==> src/rtl/booth_r4_pkg.sv <==
// Shared types and recoding constants for the radix-4 Booth multiplier.
package booth_r4_pkg;

  typedef enum logic [1:0] {
    IDLE,
    CALC,
    DONE
  } state_t;

  // One recoded Booth digit: value = zero ? 0 : (neg ? -1 : +1) * (two ? 2 : 1)
  typedef struct packed {
    logic zero;
    logic neg;
    logic two;
  } digit_t;

  localparam logic [2:0] REC_Z0  = 3'b000;
  localparam logic [2:0] REC_P1A = 3'b001;
  localparam logic [2:0] REC_P1B = 3'b010;
  localparam logic [2:0] REC_P2  = 3'b011;
  localparam logic [2:0] REC_M2  = 3'b100;
  localparam logic [2:0] REC_M1A = 3'b101;
  localparam logic [2:0] REC_M1B = 3'b110;
  localparam logic [2:0] REC_Z1  = 3'b111;

endpackage

==> src/rtl/booth_r4_mult_if.sv <==
// Start/ready handshake and operand/product bus of booth_r4_mult.
// The sgn signal exists only when BOOTH_UNSIGNED_EN is defined.
interface booth_r4_mult_if #(parameter int WIDTH = 8);

  logic               start;
  logic [WIDTH-1:0]   a;
  logic [WIDTH-1:0]   b;
`ifdef BOOTH_UNSIGNED_EN
  logic               sgn;
`endif
  logic               busy;
  logic [2*WIDTH-1:0] p;
  logic               rdy;

  modport master (
`ifdef BOOTH_UNSIGNED_EN
    output sgn,
`endif
    output start, a, b,
    input  busy, p, rdy
  );

  modport slave (
`ifdef BOOTH_UNSIGNED_EN
    input  sgn,
`endif
    input  start, a, b,
    output busy, p, rdy
  );

endinterface

==> src/rtl/booth_r4_enc.sv <==
// Combinational radix-4 Booth recoder: 3 multiplier bits -> {zero, neg, two}.
module booth_r4_enc
  import booth_r4_pkg::*;
(
  input  logic [2:0] bits,
  output digit_t     digit
);

  always_comb begin
    // NOTE: default every output first so no path through the case leaves it unassigned (no latch).
    digit = '{zero: 1'b1, neg: 1'b0, two: 1'b0};
    case (bits)
      REC_P1A, REC_P1B: digit = '{zero: 1'b0, neg: 1'b0, two: 1'b0};
      REC_P2:           digit = '{zero: 1'b0, neg: 1'b0, two: 1'b1};
      REC_M2:           digit = '{zero: 1'b0, neg: 1'b1, two: 1'b1};
      REC_M1A, REC_M1B: digit = '{zero: 1'b0, neg: 1'b1, two: 1'b0};
      default:          digit = '{zero: 1'b1, neg: 1'b0, two: 1'b0};
    endcase
  end

endmodule

==> src/rtl/booth_r4_mult.sv <==
// Sequential radix-4 Booth multiplier, two multiplier bits per cycle.
// Define BOOTH_UNSIGNED_EN to add the sgn input and unsigned operation.
module booth_r4_mult
  import booth_r4_pkg::*;
#(
  parameter int WIDTH = 8
) (
  input  logic            clk,
  input  logic            reset,
  booth_r4_mult_if.slave  bus
);

  localparam int EXT_W = WIDTH + 2;
  localparam int ACC_W = 2 * WIDTH + 4;
  localparam int CNT_W = $clog2(WIDTH / 2 + 2);

  state_t               state, state_next;
  logic [CNT_W-1:0]     cnt, cnt_last;
  logic [ACC_W-1:0]     acc, a_sh, mag, pp;
  logic [EXT_W:0]       b_sh;
  logic [EXT_W-1:0]     a_ext, b_ext;
  logic                 signed_op;
  logic [3:0]           acc_unused;
  logic [2*WIDTH-1:0]   acc_prod;
  digit_t               digit;

`ifdef BOOTH_UNSIGNED_EN
  logic sgn_q;
  assign signed_op = bus.sgn;
  // Unsigned needs one more digit to consume the zero-extended top bits.
  assign cnt_last  = sgn_q ? CNT_W'(WIDTH / 2 - 1) : CNT_W'(WIDTH / 2);
`else
  assign signed_op = 1'b1;
  assign cnt_last  = CNT_W'(WIDTH / 2 - 1);
`endif

  assign a_ext = {{2{signed_op & bus.a[WIDTH-1]}}, bus.a};
  assign b_ext = {{2{signed_op & bus.b[WIDTH-1]}}, bus.b};
  assign {acc_unused, acc_prod} = acc;
  assign bus.busy = (state != IDLE);

  // Multiplier shifts right and multiplicand left, so digit i always sits at b_sh[2:0].
  booth_r4_enc u_enc (
    .bits  (b_sh[2:0]),
    .digit (digit)
  );

  assign mag = digit.two ? {a_sh[ACC_W-2:0], 1'b0} : a_sh;
  assign pp  = digit.zero ? '0 : (digit.neg ? -mag : mag);

  always_ff @(posedge clk) begin
    // NOTE: sequential state uses non-blocking assignments so every register samples pre-edge values.
    if (reset) state <= IDLE;
    else       state <= state_next;
  end

  always_comb begin
    state_next = state;
    unique case (state)
      IDLE:    if (bus.start) state_next = CALC;
      CALC:    if (cnt == cnt_last) state_next = DONE;
      DONE:    state_next = IDLE;
      default: state_next = IDLE;
    endcase
  end

  always_ff @(posedge clk) begin
    if (reset) begin
      acc     <= '0;
      a_sh    <= '0;
      b_sh    <= '0;
      cnt     <= '0;
      bus.p   <= '0;
      bus.rdy <= 1'b0;
`ifdef BOOTH_UNSIGNED_EN
      sgn_q   <= 1'b0;
`endif
    end else begin
      bus.rdy <= 1'b0;
      unique case (state)
        IDLE: if (bus.start) begin
          a_sh <= {{(ACC_W - EXT_W){a_ext[EXT_W-1]}}, a_ext};
          b_sh <= {b_ext, 1'b0};
          acc  <= '0;
          cnt  <= '0;
`ifdef BOOTH_UNSIGNED_EN
          sgn_q <= bus.sgn;
`endif
        end
        CALC: begin
          acc  <= acc + pp;
          a_sh <= a_sh << 2;
          b_sh <= b_sh >> 2;
          cnt  <= cnt + CNT_W'(1);
        end
        DONE: begin
          bus.p   <= acc_prod;
          bus.rdy <= 1'b1;
        end
        default: ;
      endcase
    end
  end

endmodule
==> src/flat_wrapper.sv <==
// flat-port wrapper written by rule: the top's interface ports become plain ports
module booth_r4_mult_flat import booth_r4_pkg::*;
#(
  parameter int WIDTH = 8
)
  (clk, reset, bus_start, bus_a, bus_b, bus_busy, bus_p, bus_rdy);
  booth_r4_mult_if #(.WIDTH(WIDTH)) bus_i ();
  input  logic clk;
  input  logic reset;
  input wire logic [$bits(bus_i.start)-1:0] bus_start;
  input wire logic [$bits(bus_i.a)-1:0] bus_a;
  input wire logic [$bits(bus_i.b)-1:0] bus_b;
  output wire logic [$bits(bus_i.busy)-1:0] bus_busy;
  output wire logic [$bits(bus_i.p)-1:0] bus_p;
  output wire logic [$bits(bus_i.rdy)-1:0] bus_rdy;
  assign bus_i.start = bus_start;
  assign bus_i.a = bus_a;
  assign bus_i.b = bus_b;
  assign bus_busy = bus_i.busy;
  assign bus_p = bus_i.p;
  assign bus_rdy = bus_i.rdy;
  booth_r4_mult #(.WIDTH(WIDTH)) u_core (.clk(clk), .reset(reset), .bus(bus_i));
endmodule
==> config.mk <==
export PLATFORM = sky130hd
export DESIGN_NAME = booth_r4_mult_flat
export DESIGN_NICKNAME = d
export VERILOG_FILES = /design/src/rtl/booth_r4_pkg.sv /design/src/rtl/booth_r4_mult_if.sv /design/src/rtl/booth_r4_enc.sv /design/src/rtl/booth_r4_mult.sv /design/src/flat_wrapper.sv
export SDC_FILE = /design/constraint.sdc
export NUM_CORES = 1
export LEC_CHECK = 0
export CAP_MARGIN = 20
export CORE_UTILIZATION = 56
export CTS_BUF_LIST = sky130_fd_sc_hd__clkbuf_4 sky130_fd_sc_hd__clkbuf_8 sky130_fd_sc_hd__clkbuf_16
export DETAILED_ROUTE_END_ITERATION = 6
export HOLD_SLACK_MARGIN = 0.1
export PLACE_DENSITY = 0.78
export SYNTH_ARGS = -nofsm -noshare
export SYNTH_HDL_FRONTEND = slang
export SYNTH_HIERARCHICAL = 1
export SYNTH_SLANG_ARGS = --single-unit
==> constraint.sdc <==
create_clock -name clk -period 6.4 [get_ports clk]
set_clock_uncertainty 0.1 [all_clocks]
set_input_delay 1.6 -clock clk [delete_from_list [all_inputs] [get_ports clk]]
set_output_delay 1.6 -clock clk [all_outputs]
set_load 0.02 [all_outputs]
==> results of run 1 <==
[registers in the layout, indices dropped and copies added (netlist names)]
| signal | count |
|---|---|
| u_core/acc | 16 |
| u_core/state | 2 |
| u_core/b_sh | 10 |
| u_core/a_sh | 16 |
| u_core/cnt | 3 |
| u_core/bus.p | 16 |
| u_core/bus.rdy | 1 |
[metrics by stage]
stage | instance area [µm²] | setup WS (ps) | std cells | hold slack [ps] | total power (µW)
floorplan | 3810 | 1740 | 500 | 344 | 608
global route | 4400 | 1330 | 597 | 374 | 1130
CTS | 4400 | 1820 | 597 | 357 | 1080
global placement | 4160 | 2060 | 581 | 342 | 647
detailed placement | 4160 | 1860 | 581 | 348 | 655
finish | 4400 | 1810 | 597 | 353 | 1070
[cell usage after synthesis (all sizes together), types with 3 or more instances]
cell / instances
a211oi: 11
a21o: 4
a21oi: 57
a221oi: 9
a22o: 9
a22oi: 12
and2: 4
buf: 3
clkbuf: 33
dfxtp: 64
ha: 18
inv: 7
mux2i: 8
nand2: 54
nand2b: 8
nand3: 5
nor2: 84
nor2b: 23
nor3: 14
o21a: 4
o21ai: 12
o21bai: 3
o41ai: 3
or2: 3
or3: 8
xnor2: 15
xor2: 4
[cell families (layout without fill, tap and decap cells)]
group,Yosys count,in the layout,share of synthesized area (%)
buffers and inverters,43,63,4.27
xor gates and xnor gates,19,19,4.36
DFF,64,64,33.6
adders and majority gates,19,19,6.43
muxes,8,8,2.10
AOI/OAI and AO/OA,138,138,24.0
and+or+nand+nor,209,209,25.2
[layer usage]
metal  share of wire, %  wire length, µm  up-vias  GRT usage, %
met2                 49             4200       60          45.6
met3                3.2              270       19          4.62
met5                  0                0        -             0
met1                 45             3880     1627          30.5
met4                2.3              194        0          13.7
li1                   -                -     1790             -
[worst paths after layout]
| check | to | slack, ps |
|---|---|---|
| worst max-delay path | u_core/acc[15]$_SDFFE_PP0P_ | 1810 |
| worst min-delay path | u_core/bus.p[15]$_SDFFE_PP0P_ | 350 |
| worst max register to register | u_core/acc[15]$_SDFFE_PP0P_ | 1810 |
| worst min register to register | u_core/bus.p[15]$_SDFFE_PP0P_ | 350 |
[cell type report]
class                   count  area (µm²)
clock buffers              10         131
clock inverters             6         108
fillers                   549        2060
inverters                   7        26.3
multi-input cells         393        2370
flip-flops and latches     64        1280
well taps                  77        96.3
repair buffers             40         385
[power by group through the flow]
stage / Sequential (µW) / Combinational (µW) / Clock [µW]
3_3_place_gp: 445 / 203 / 0
6_report: 437 / 212 / 424
4_1_cts: 437 / 211 / 430
5_1_grt: 440 / 240 / 445
2_1_floorplan: 439 / 169 / 0
3_5_place_dp: 446 / 209 / 0
[tightest hold or removal path, stage by stage, from the launching register on]
cell	delay [ps]
dfxtp_1	310
nand2_1	50
a21oi_1	50
==> results.md, run 1 <==
- Core box area: roughly 0.0065 mm²
- CTS root buf: clkbuf_8
- Ys async rst share: 0%
- Netlist Area Pre-Place: 0.00381 mm²
- Crit path cell chain: nand2b_1 -> o22ai_2 -> buf_4 -> mux2i_1 -> ha_1 -> nand3_1 -> o41ai_1 -> xnor2_1 -> nor2_1 -> ha_1 -> nand2_1 -> or3_1 -> a211oi_1 -> o21ai_0 -> a21oi_1 -> and4bb_1 -> a221o_1
- Crit path depth: 17
- Vias in the first global route: 3528
- Tcrit/Tclk final: a little under three quarters
- Sequential Power Share: 40.7%
- Fin nets: roughly 550
- Synthesized flop and latch total: 64
- Commonest non-fill, non-tap cell in the layout: nor2_1
- WP buf/inv: 1
- Hold_buf cts: 0
- Gate power share: 19.8%
- Mean Syn Cell Area: about 7.6 µm²
- Power Density: about 240 mW/mm²
- Die width: around 85 µm
- Register area share after synthesis: between 30 and 40%
- Worst vdd ir: about 0.21 mV
- Fin. max-slew vios: 0
- Drt first pass iters: 4
- Core Util, Final: about two thirds
- Slowest stage delay, CP: around 560 ps
- Tmin final: 4590 ps
- Post-CTS Resized: 0
- # H-tree levels: 3
- Final hold vios: 0
- Netlist cell types: between 40 and 50
- Initial antenna violation count: 0
- Static leakage: ~0.0018 µW
- Placer's final routability congestion estimate: 0.910
- CP startpoint: u_core/b_sh[2]$_SDFFE_PP0P_
- Worst hold stages: 2
- Pin count of the biggest net entering global routing: 58
- Worst Tran Pin Value: a little over 1000 ps
- P&R area growth vs syn: 15.5%
- Clock-pin transition on the worst setup and hold timing paths: 70 ps
- Routed Antenna Nets: 0
- Starting Density: about three fifths
- Status: finished clean
- Reg-to-Reg Start: u_core/b_sh[2]$_SDFFE_PP0P_
- DP HPWL: between 5 and 6 mm
- Syn Nets: 538
- Fin Setup TNS: 0 ps
- DR vias: approximately 3500
- GRT Residual Overflow: 0
- Top cell type's share of synthesized area: between 30% and 40%
- Layout cells sized above 1: approximately 5.6%
- DR iter-0 viols: roughly 170
- Total number of yosys warnings: 6
- Max-slew headroom: around a third
- Ys flop type: dfxtp_1
- Clock network fraction of total power: between 30% and 40%
- Drc violations: 0
- Worst EP arrival: 4730 ps
- TritonCTS clock tree: yes
- Num CTS Buffers: 9
- Full die area: 0.00714 mm²
- Post-CTS setup buffer count: 0
- Drt total wl: 8.55 mm
- Most frequent cells in the layout: nor2_1 (84), dfxtp_1 (64), a21oi_1 (57)
- GRT Total Usage: a little over a quarter
- Sw Share: between 20 and 30%
- RSZ-0062 raised after global routing: false
- MaxCap Viol Count: 0
- Cells after Synth: 500
- Worst path top cell family by delay: compound AO/OA/AOI/OAI gates
- CP Launch Type: flip-flop
- Post-synth EDFFs: 0
- Antenna diodes: 0
- Clk sinks: 64
- Routed WL per cell: roughly 14 µm
- Internal cell power: around 770 µW
- First-pass GRT wire length: roughly 15 mm
- CP max stage cell: o41ai_1
- Standard-cell row count: 29
- Critical Path RT: 6540 ps
- Worst-path fanout max: 35
- Chip height: 84.5 µm
- Worst path most repeated cell: ha_1
- Fmax achieved: between 200 and 250 MHz
- Port buffer count: 36
- Synth top area cells: dfxtp_1 (34%), nor2_1 (8.3%), a21oi_1 (7.5%)
- Worst Min Path Start: u_core/bus.p[15]$_SDFFE_PP0P_
- Psw: 302 µW
- Setup Viol. Count Final: 0
- Hold/Removal Path Class: reg -> reg
- Ports: 37
- Maximum buffer depth of the clock tree: 2
- FF-to-FF path depth: 17
- Worst setup path category: reg -> reg
- Vias per cell: slightly below 6
- Area leader, netlist: dfxtp_1
- Kind of end point of the critical path: flip-flop
- Clock Latency Late Sink: roughly 350 ps
Note: power is estimated with default switching activity, not from simulation.
==> inputs of run 2 (changes only) <==
Clock period 6.4 ns to 4.5 ns, I/O delays scaled along.
==> run 2 against run 1 <==
Maximum frequency increased by 11%. Non-clock buffer count increased by 3. Clock power increased by 31%.
==> results.md, run 2 (synthesis results as in run 1) <==
- Full die area: 0.00714 mm² (unchanged)
- Ports: 37 (unchanged)
- # H-tree levels: 3 (unchanged)
- Placed Area: 0.00419 mm² (+0.54%)
- Commonest non-fill, non-tap cell in the layout: nor2_1
- Die width: 84.5 µm (unchanged)
- Worst EP arrival: 4280 ps (-450 ps)
- Static leakage: 0.00179 µW (+1.3%)
- Vias per cell: 5.89 (+0.58%)
- Port buffer count: 36 (unchanged)
- Clock Latency Late Sink: 350 ps (about the same)
- Worst hold stages: 2 (unchanged)
- Worst-path fanout max: 5 (-86%)
- Reg-to-Reg Start: u_core/b_sh[1]$_SDFFE_PP0P_
- Maximum buffer depth of the clock tree: 2 (unchanged)
- Chip height: 84.5 µm (unchanged)
- Final non-filler cell total: 600 (+0.50%)
- Crit path cell chain: nand2_1 -> o22ai_2 -> mux2i_1 -> ha_1 -> nand3_1 -> o41ai_4 -> xnor2_1 -> nor2_1 -> ha_1 -> nand2_1 -> or3_1 -> a211oi_1 -> o21ai_0 -> a21oi_1 -> and4bb_1 -> a221o_1
- Worst vdd ir: 0.271 mV (+26%)
- Status: finished clean
- Kind of end point of the critical path: flip-flop
- MaxCap Viol Count: 0 (unchanged)
- Hold/Removal Path Class: reg -> reg
- Slowest stage delay, CP: 410 ps (-150 ps)
- GRT Residual Overflow: 0 (unchanged)
- Crit path depth: 16 (-1)
- Clk sinks: 64 (unchanged)
- Antenna diodes: 0 (unchanged)
- Largest registers: u_core/a_sh x16, u_core/acc x16, u_core/bus.p x16
- Starting Density: 59.0% (unchanged)
- Fin. max-slew vios: 0 (unchanged)
- Layout cells sized above 1: 6.69% (+1.1 points)
- Final hold vios: 0 (unchanged)
- WHS: 353 ps (-0.513 ps)
- Fmax achieved: 241 MHz (+11%)
- Hold_buf cts: 0 (unchanged)
- Power Density: 334 mW/mm² (+37%)
- P&R area growth vs syn: 16.4%
- DR iter-0 viols: 162 (-6.9%)
- Num CTS Buffers: 9 (unchanged)
- Routed WL per cell: 13.9 µm (-2.7%)
- DP HPWL: 5.71 mm (-2.1%)
- Post-route cell area: 0.00444 mm² (+0.82%)
- Drt total wl: 8.36 mm (-2.2%)
- Vias in the first global route: 3281 (-7.0%)
- Tmin final: 4150 ps (-437 ps)
- Layout fillers: 553 (+0.73%)
- Standard-cell row count: 29 (unchanged)
- Initial antenna violation count: 0 (unchanged)
- WP buf/inv: 0 (-1)
- Max-slew headroom: 35.6% (+3.0 points)
- Drt first pass iters: 4 (unchanged)
- Worst setup path category: reg -> reg
- CP max stage cell: o41ai_4
- Clock-pin transition on the worst setup and hold timing paths: 70 ps (about the same)
- Worst path top cell family by delay: compound AO/OA/AOI/OAI gates
- FF-to-FF End: u_core/acc[15]$_SDFFE_PP0P_
- WHS Endpoint: u_core/bus.p[5]$_SDFFE_PP0P_
- TritonCTS clock tree: yes
- Fin nets: 556 (+0.54%)
- Core box area: 0.00646 mm² (unchanged)
- CP Launch Type: flip-flop
- FF-to-FF path depth: 16 (-1)
- Pin count of the biggest net entering global routing: 58 (unchanged)
- Placer's final routability congestion estimate: 0.942 (+3.4%)
- DR vias: 3534 (+1.1%)
- First-pass GRT wire length: 14.4 mm (-5.7%)
- Dpl cells: 583 (+0.34%)
- Worst Min Path Start: u_core/bus.p[5]$_SDFFE_PP0P_
- CTS root buf: clkbuf_8
- Fin Setup TNS: 0 ps (unchanged)
- GRT Total Usage: 25.0% (-1.1 points)
- Critical Path RT: 4630 ps (-1910 ps)
- Worst Tran Pin Value: 966 ps (-44.7 ps)
- Power consumption: 1480 µW (+38%)
- Most frequent cells in the layout: nor2_1 (84), dfxtp_1 (63), a21oi_1 (57)
- Tcrit/Tclk final: 92.2% (+21 points)
- Routed Antenna Nets: 0 (unchanged)
- FF-to-FF setup slack: 350 ps (-1460 ps)
- Drc violations: 0 (unchanged)
- Setup Viol. Count Final: 0 (unchanged)
[run 2: report_power, final]
group | switching (µW) | internal, µW
logic | 172 | 133
clock network | 211 | 345
registers | 29.2 | 593
[run 2: cell type report]
type	instances	area, µm²	share of cell area [%]
multi-input cells	393	2400	54.1
clock buffers	13	160	3.61
inverters	7	26.3	0.592
well taps	77	96.3	2.17
flip-flops and latches	64	1280	28.9
clock inverters	3	65.1	1.47
repair buffers	43	408	9.19
[run 2: worst register-to-register path, delay by kind of cell, from the launching register on]
family                     cells  cell delay [ps]
AOI/OAI and AO/OA              6             1520
xor gates and xnor gates       1              160
adders and majority gates      2              560
DFF                            1              400
muxes                          1              270
and+or+nand+nor                6             1040
[run 2: what timing repair did]
item	in CTS	in global routing
setup buffers	0	0
endpoints found under the setup margin	0	1
gates resized for setup	0	3
[run 2: stage by stage]
stage,util [%],setup slack (ps)
CTS,68.3,289
floorplan,-,35.9
global route,68.7,-6.90
detailed placement,64.8,336
finish,68.7,349
global placement,64.8,563
[run 2: worst max-delay path by stage]
| stage | start | to | slack [ps] |
|---|---|---|---|
| after floorplan | u_core/b_sh[0]$_SDFFE_PP0P_ | u_core/acc[15]$_SDFFE_PP0P_ | 40 |
| after global placement | u_core/b_sh[2]$_SDFFE_PP0P_ | u_core/acc[15]$_SDFFE_PP0P_ | 560 |
| after detailed placement | u_core/b_sh[2]$_SDFFE_PP0P_ | u_core/acc[15]$_SDFFE_PP0P_ | 340 |
| after CTS | u_core/b_sh[2]$_SDFFE_PP0P_ | u_core/acc[15]$_SDFFE_PP0P_ | 290 |
| after global routing | u_core/b_sh[1]$_SDFFE_PP0P_ | u_core/acc[15]$_SDFFE_PP0P_ | -7 |
| final | u_core/b_sh[1]$_SDFFE_PP0P_ | u_core/acc[15]$_SDFFE_PP0P_ | 350 |
[run 2: per-layer routing]
metal / GRT usage [%] / part of all wire (%)
met1: 29.3 / 46
met2: 43.2 / 48
met3: 6.10 / 3.7
met4: 11.4 / 1.9
met5: 0 / 0
==> inputs of run 3 (changes only) <==
--- a/config.mk
+++ b/config.mk
@@ -7,9 +7,9 @@
 export LEC_CHECK = 0
 export CAP_MARGIN = 20
-export CORE_UTILIZATION = 56
+export CORE_UTILIZATION = 45
 export CTS_BUF_LIST = sky130_fd_sc_hd__clkbuf_4 sky130_fd_sc_hd__clkbuf_8 sky130_fd_sc_hd__clkbuf_16
 export DETAILED_ROUTE_END_ITERATION = 6
 export HOLD_SLACK_MARGIN = 0.1
-export PLACE_DENSITY = 0.78
+export PLACE_DENSITY = 0.65
 export SYNTH_ARGS = -nofsm -noshare
 export SYNTH_HDL_FRONTEND = slang
==> constraint.sdc (replaced) <==
create_clock -name clk -period 4.5 [get_ports clk]
set_clock_uncertainty 0.1 [all_clocks]
set_input_delay 1.125 -clock clk [delete_from_list [all_inputs] [get_ports clk]]
set_output_delay 1.125 -clock clk [all_outputs]
set_load 0.01 [all_outputs]
==> run 3 against run 2 <==
Non-clock buffer count unchanged. Routed wire length is 0.86% higher. Global-route usage fell by 4.2 points. Highest routed layer unchanged. First-iteration DRC count decreased by 25%. Largest cell class unchanged.
==> results.md, run 3 (synthesis results as in run 1) <==
- Routed WL per cell: 13.4 µm (-3.5%)
- Placed Area: 0.00422 mm² (+0.84%)
- Final non-filler cell total: 627 (+4.5%)
- First-pass GRT wire length: 14.7 mm (+2.1%)
- Drc violations: 0 (unchanged)
- MaxCap Viol Count: 0 (unchanged)
- Maximum buffer depth of the clock tree: 2 (unchanged)
- Clk sinks: 64 (unchanged)
- CP Launch Type: flip-flop
- Standard-cell row count: 33 (+14%)
- Tmin final: 4150 ps (-3.39 ps)
- Dpl cells: 611 (+4.8%)
- Worst EP arrival: 4280 ps (about the same)
- Worst Tran Pin Value: 974 ps (+7.76 ps)
- Post-CTS setup buffer count: 0 (unchanged)
- Die width: 94.0 µm (+11%)
- Post-CTS Resized: 0 (unchanged)
- Num CTS Buffers: 9 (unchanged)
- DP HPWL: 5.74 mm (+0.49%)
- TritonCTS clock tree: yes
- Max-slew headroom: 35.1% (-0.52 points)
- Fin. max-slew vios: 0 (unchanged)
- # H-tree levels: 3 (unchanged)
- Drt total wl: 8.43 mm (+0.86%)
- Placer's final routability congestion estimate: 0.890 (-5.4%)
- Chip height: 94.0 µm (+11%)
- Initial antenna violation count: 0 (unchanged)
- Layout cells sized above 1: 6.32% (-0.37 points)
- Full die area: 0.00884 mm² (+24%)
- Critical Path RT: 4630 ps (about the same)
- DR vias: 3438 (-2.7%)
- Fin nets: 556 (unchanged)
- Clock-pin transition on the worst setup and hold timing paths: 70 ps (about the same)
- Static leakage: 0.00177 µW (-0.66%)
- Clock Latency Late Sink: 330 ps (-20 ps)
- Hold_buf cts: 0 (unchanged)
- Fmax achieved: 241 MHz (about the same)
- Ports: 37 (unchanged)
- Core box area: 0.00822 mm² (+27%)
- Commonest non-fill, non-tap cell in the layout: nor2_1
- Kind of end point of the critical path: flip-flop
- GRT Total Usage: 20.8% (-4.2 points)
- Vias per cell: 5.48 (-6.9%)
- Port buffer count: 36 (unchanged)
- Vias in the first global route: 3239 (-1.3%)
- Setup Viol. Count Final: 0 (unchanged)
- Hold/Removal Path Class: reg -> reg
- RSZ-0062 raised after global routing: false
- Power Density: 327 mW/mm² (-2.1%)
- Pin count of the biggest net entering global routing: 57 (-1.7%)
- Post-route cell area: 0.00445 mm² (+0.31%)
- Drt first pass iters: 4 (unchanged)
- DR iter-0 viols: 121 (-25%)
- Final hold vios: 0 (unchanged)
- Worst Slack Setup Final: 353 ps (+3.39 ps)
- Fin Setup TNS: 0 ps (unchanged)
- CTS root buf: clkbuf_8
- Most frequent cells in the layout: nor2_1 (84), dfxtp_1 (64), a21oi_1 (57)
- Worst vdd ir: 0.150 mV (-45%)
- Pre-CTS setup slack: 430 ps (+94.5 ps)
- Antenna diodes: 0 (unchanged)
- Worst-path fanout max: 7 (+2)
- P&R area growth vs syn: 16.8%
- Tcrit/Tclk final: 92.2% (about the same)
- Worst setup path category: reg -> reg
- Routed Antenna Nets: 0 (unchanged)
- GRT Residual Overflow: 0 (unchanged)
- Largest registers: u_core/a_sh x16, u_core/acc x16, u_core/bus.p x16
- Starting Density: 46.4% (-13 points)
- Status: finished clean
-- run 3: worst max-delay path, cell delays in order (launching register included) --
cell	delay, ps
dfxtp_1	440
nand2b_1	100
o22ai_2	180
mux2i_2	260
ha_1	200
nand3_1	170
o41ai_1	440
xnor2_1	160
nor2_1	60
ha_1	400
nor2_1	70
or3_1	360
a211oi_1	270
o21ai_0	160
a21oi_1	180
and4bb_1	230
a221o_1	250
-- run 3: worst paths after layout --
kind                                 startpoint                            end  slack (ps)  cells after the start
setup / recovery    u_core/b_sh[2]$_SDFFE_PP0P_    u_core/acc[15]$_SDFFE_PP0P_         350                     16
hold / removal    u_core/bus.p[14]$_SDFFE_PP0P_  u_core/bus.p[14]$_SDFFE_PP0P_         350                      2
setup reg to reg    u_core/b_sh[2]$_SDFFE_PP0P_    u_core/acc[15]$_SDFFE_PP0P_         350                     16
hold reg to reg   u_core/bus.p[14]$_SDFFE_PP0P_  u_core/bus.p[14]$_SDFFE_PP0P_         350                      2
-- run 3: where the power goes --
part           internal [µW]  leakage (µW)  total (µW)  switching, µW
registers                592      0.000522         621           29.0
clock network            320      0.000110         532            212
logic                    133       0.00114         302            169
-- run 3: stage by stage --
stage | total power [µW] | util (%) | hold slack [ps]
after global placement | 926 | 51.4 | 344
after detailed placement | 932 | 51.4 | 347
after floorplan | 866 | - | 344
final | 1460 | 54.2 | 355
after CTS | 1470 | 53.9 | 357
after global routing | 1540 | 54.2 | 373
-- run 3: layout make-up --
class	instances	area (µm²)
Clock buffer	11	139
Clock inverter	4	70.1
Fill cell	801	3760
Inverter	7	26.3
Multi-Input combinational cell	393	2400
Sequential cell	64	1280
Tap cell	105	131
Timing Repair Buffer	43	408
-- run 3: routing by layer --
metal	part of all wire, %	vias up	global-route usage [%]
met5	0	-	0
met4	0.98	0	5.51
met3	2.5	11	4.61
met2	49	39	36.8
met1	47	1595	25.3
li1	-	1793	-
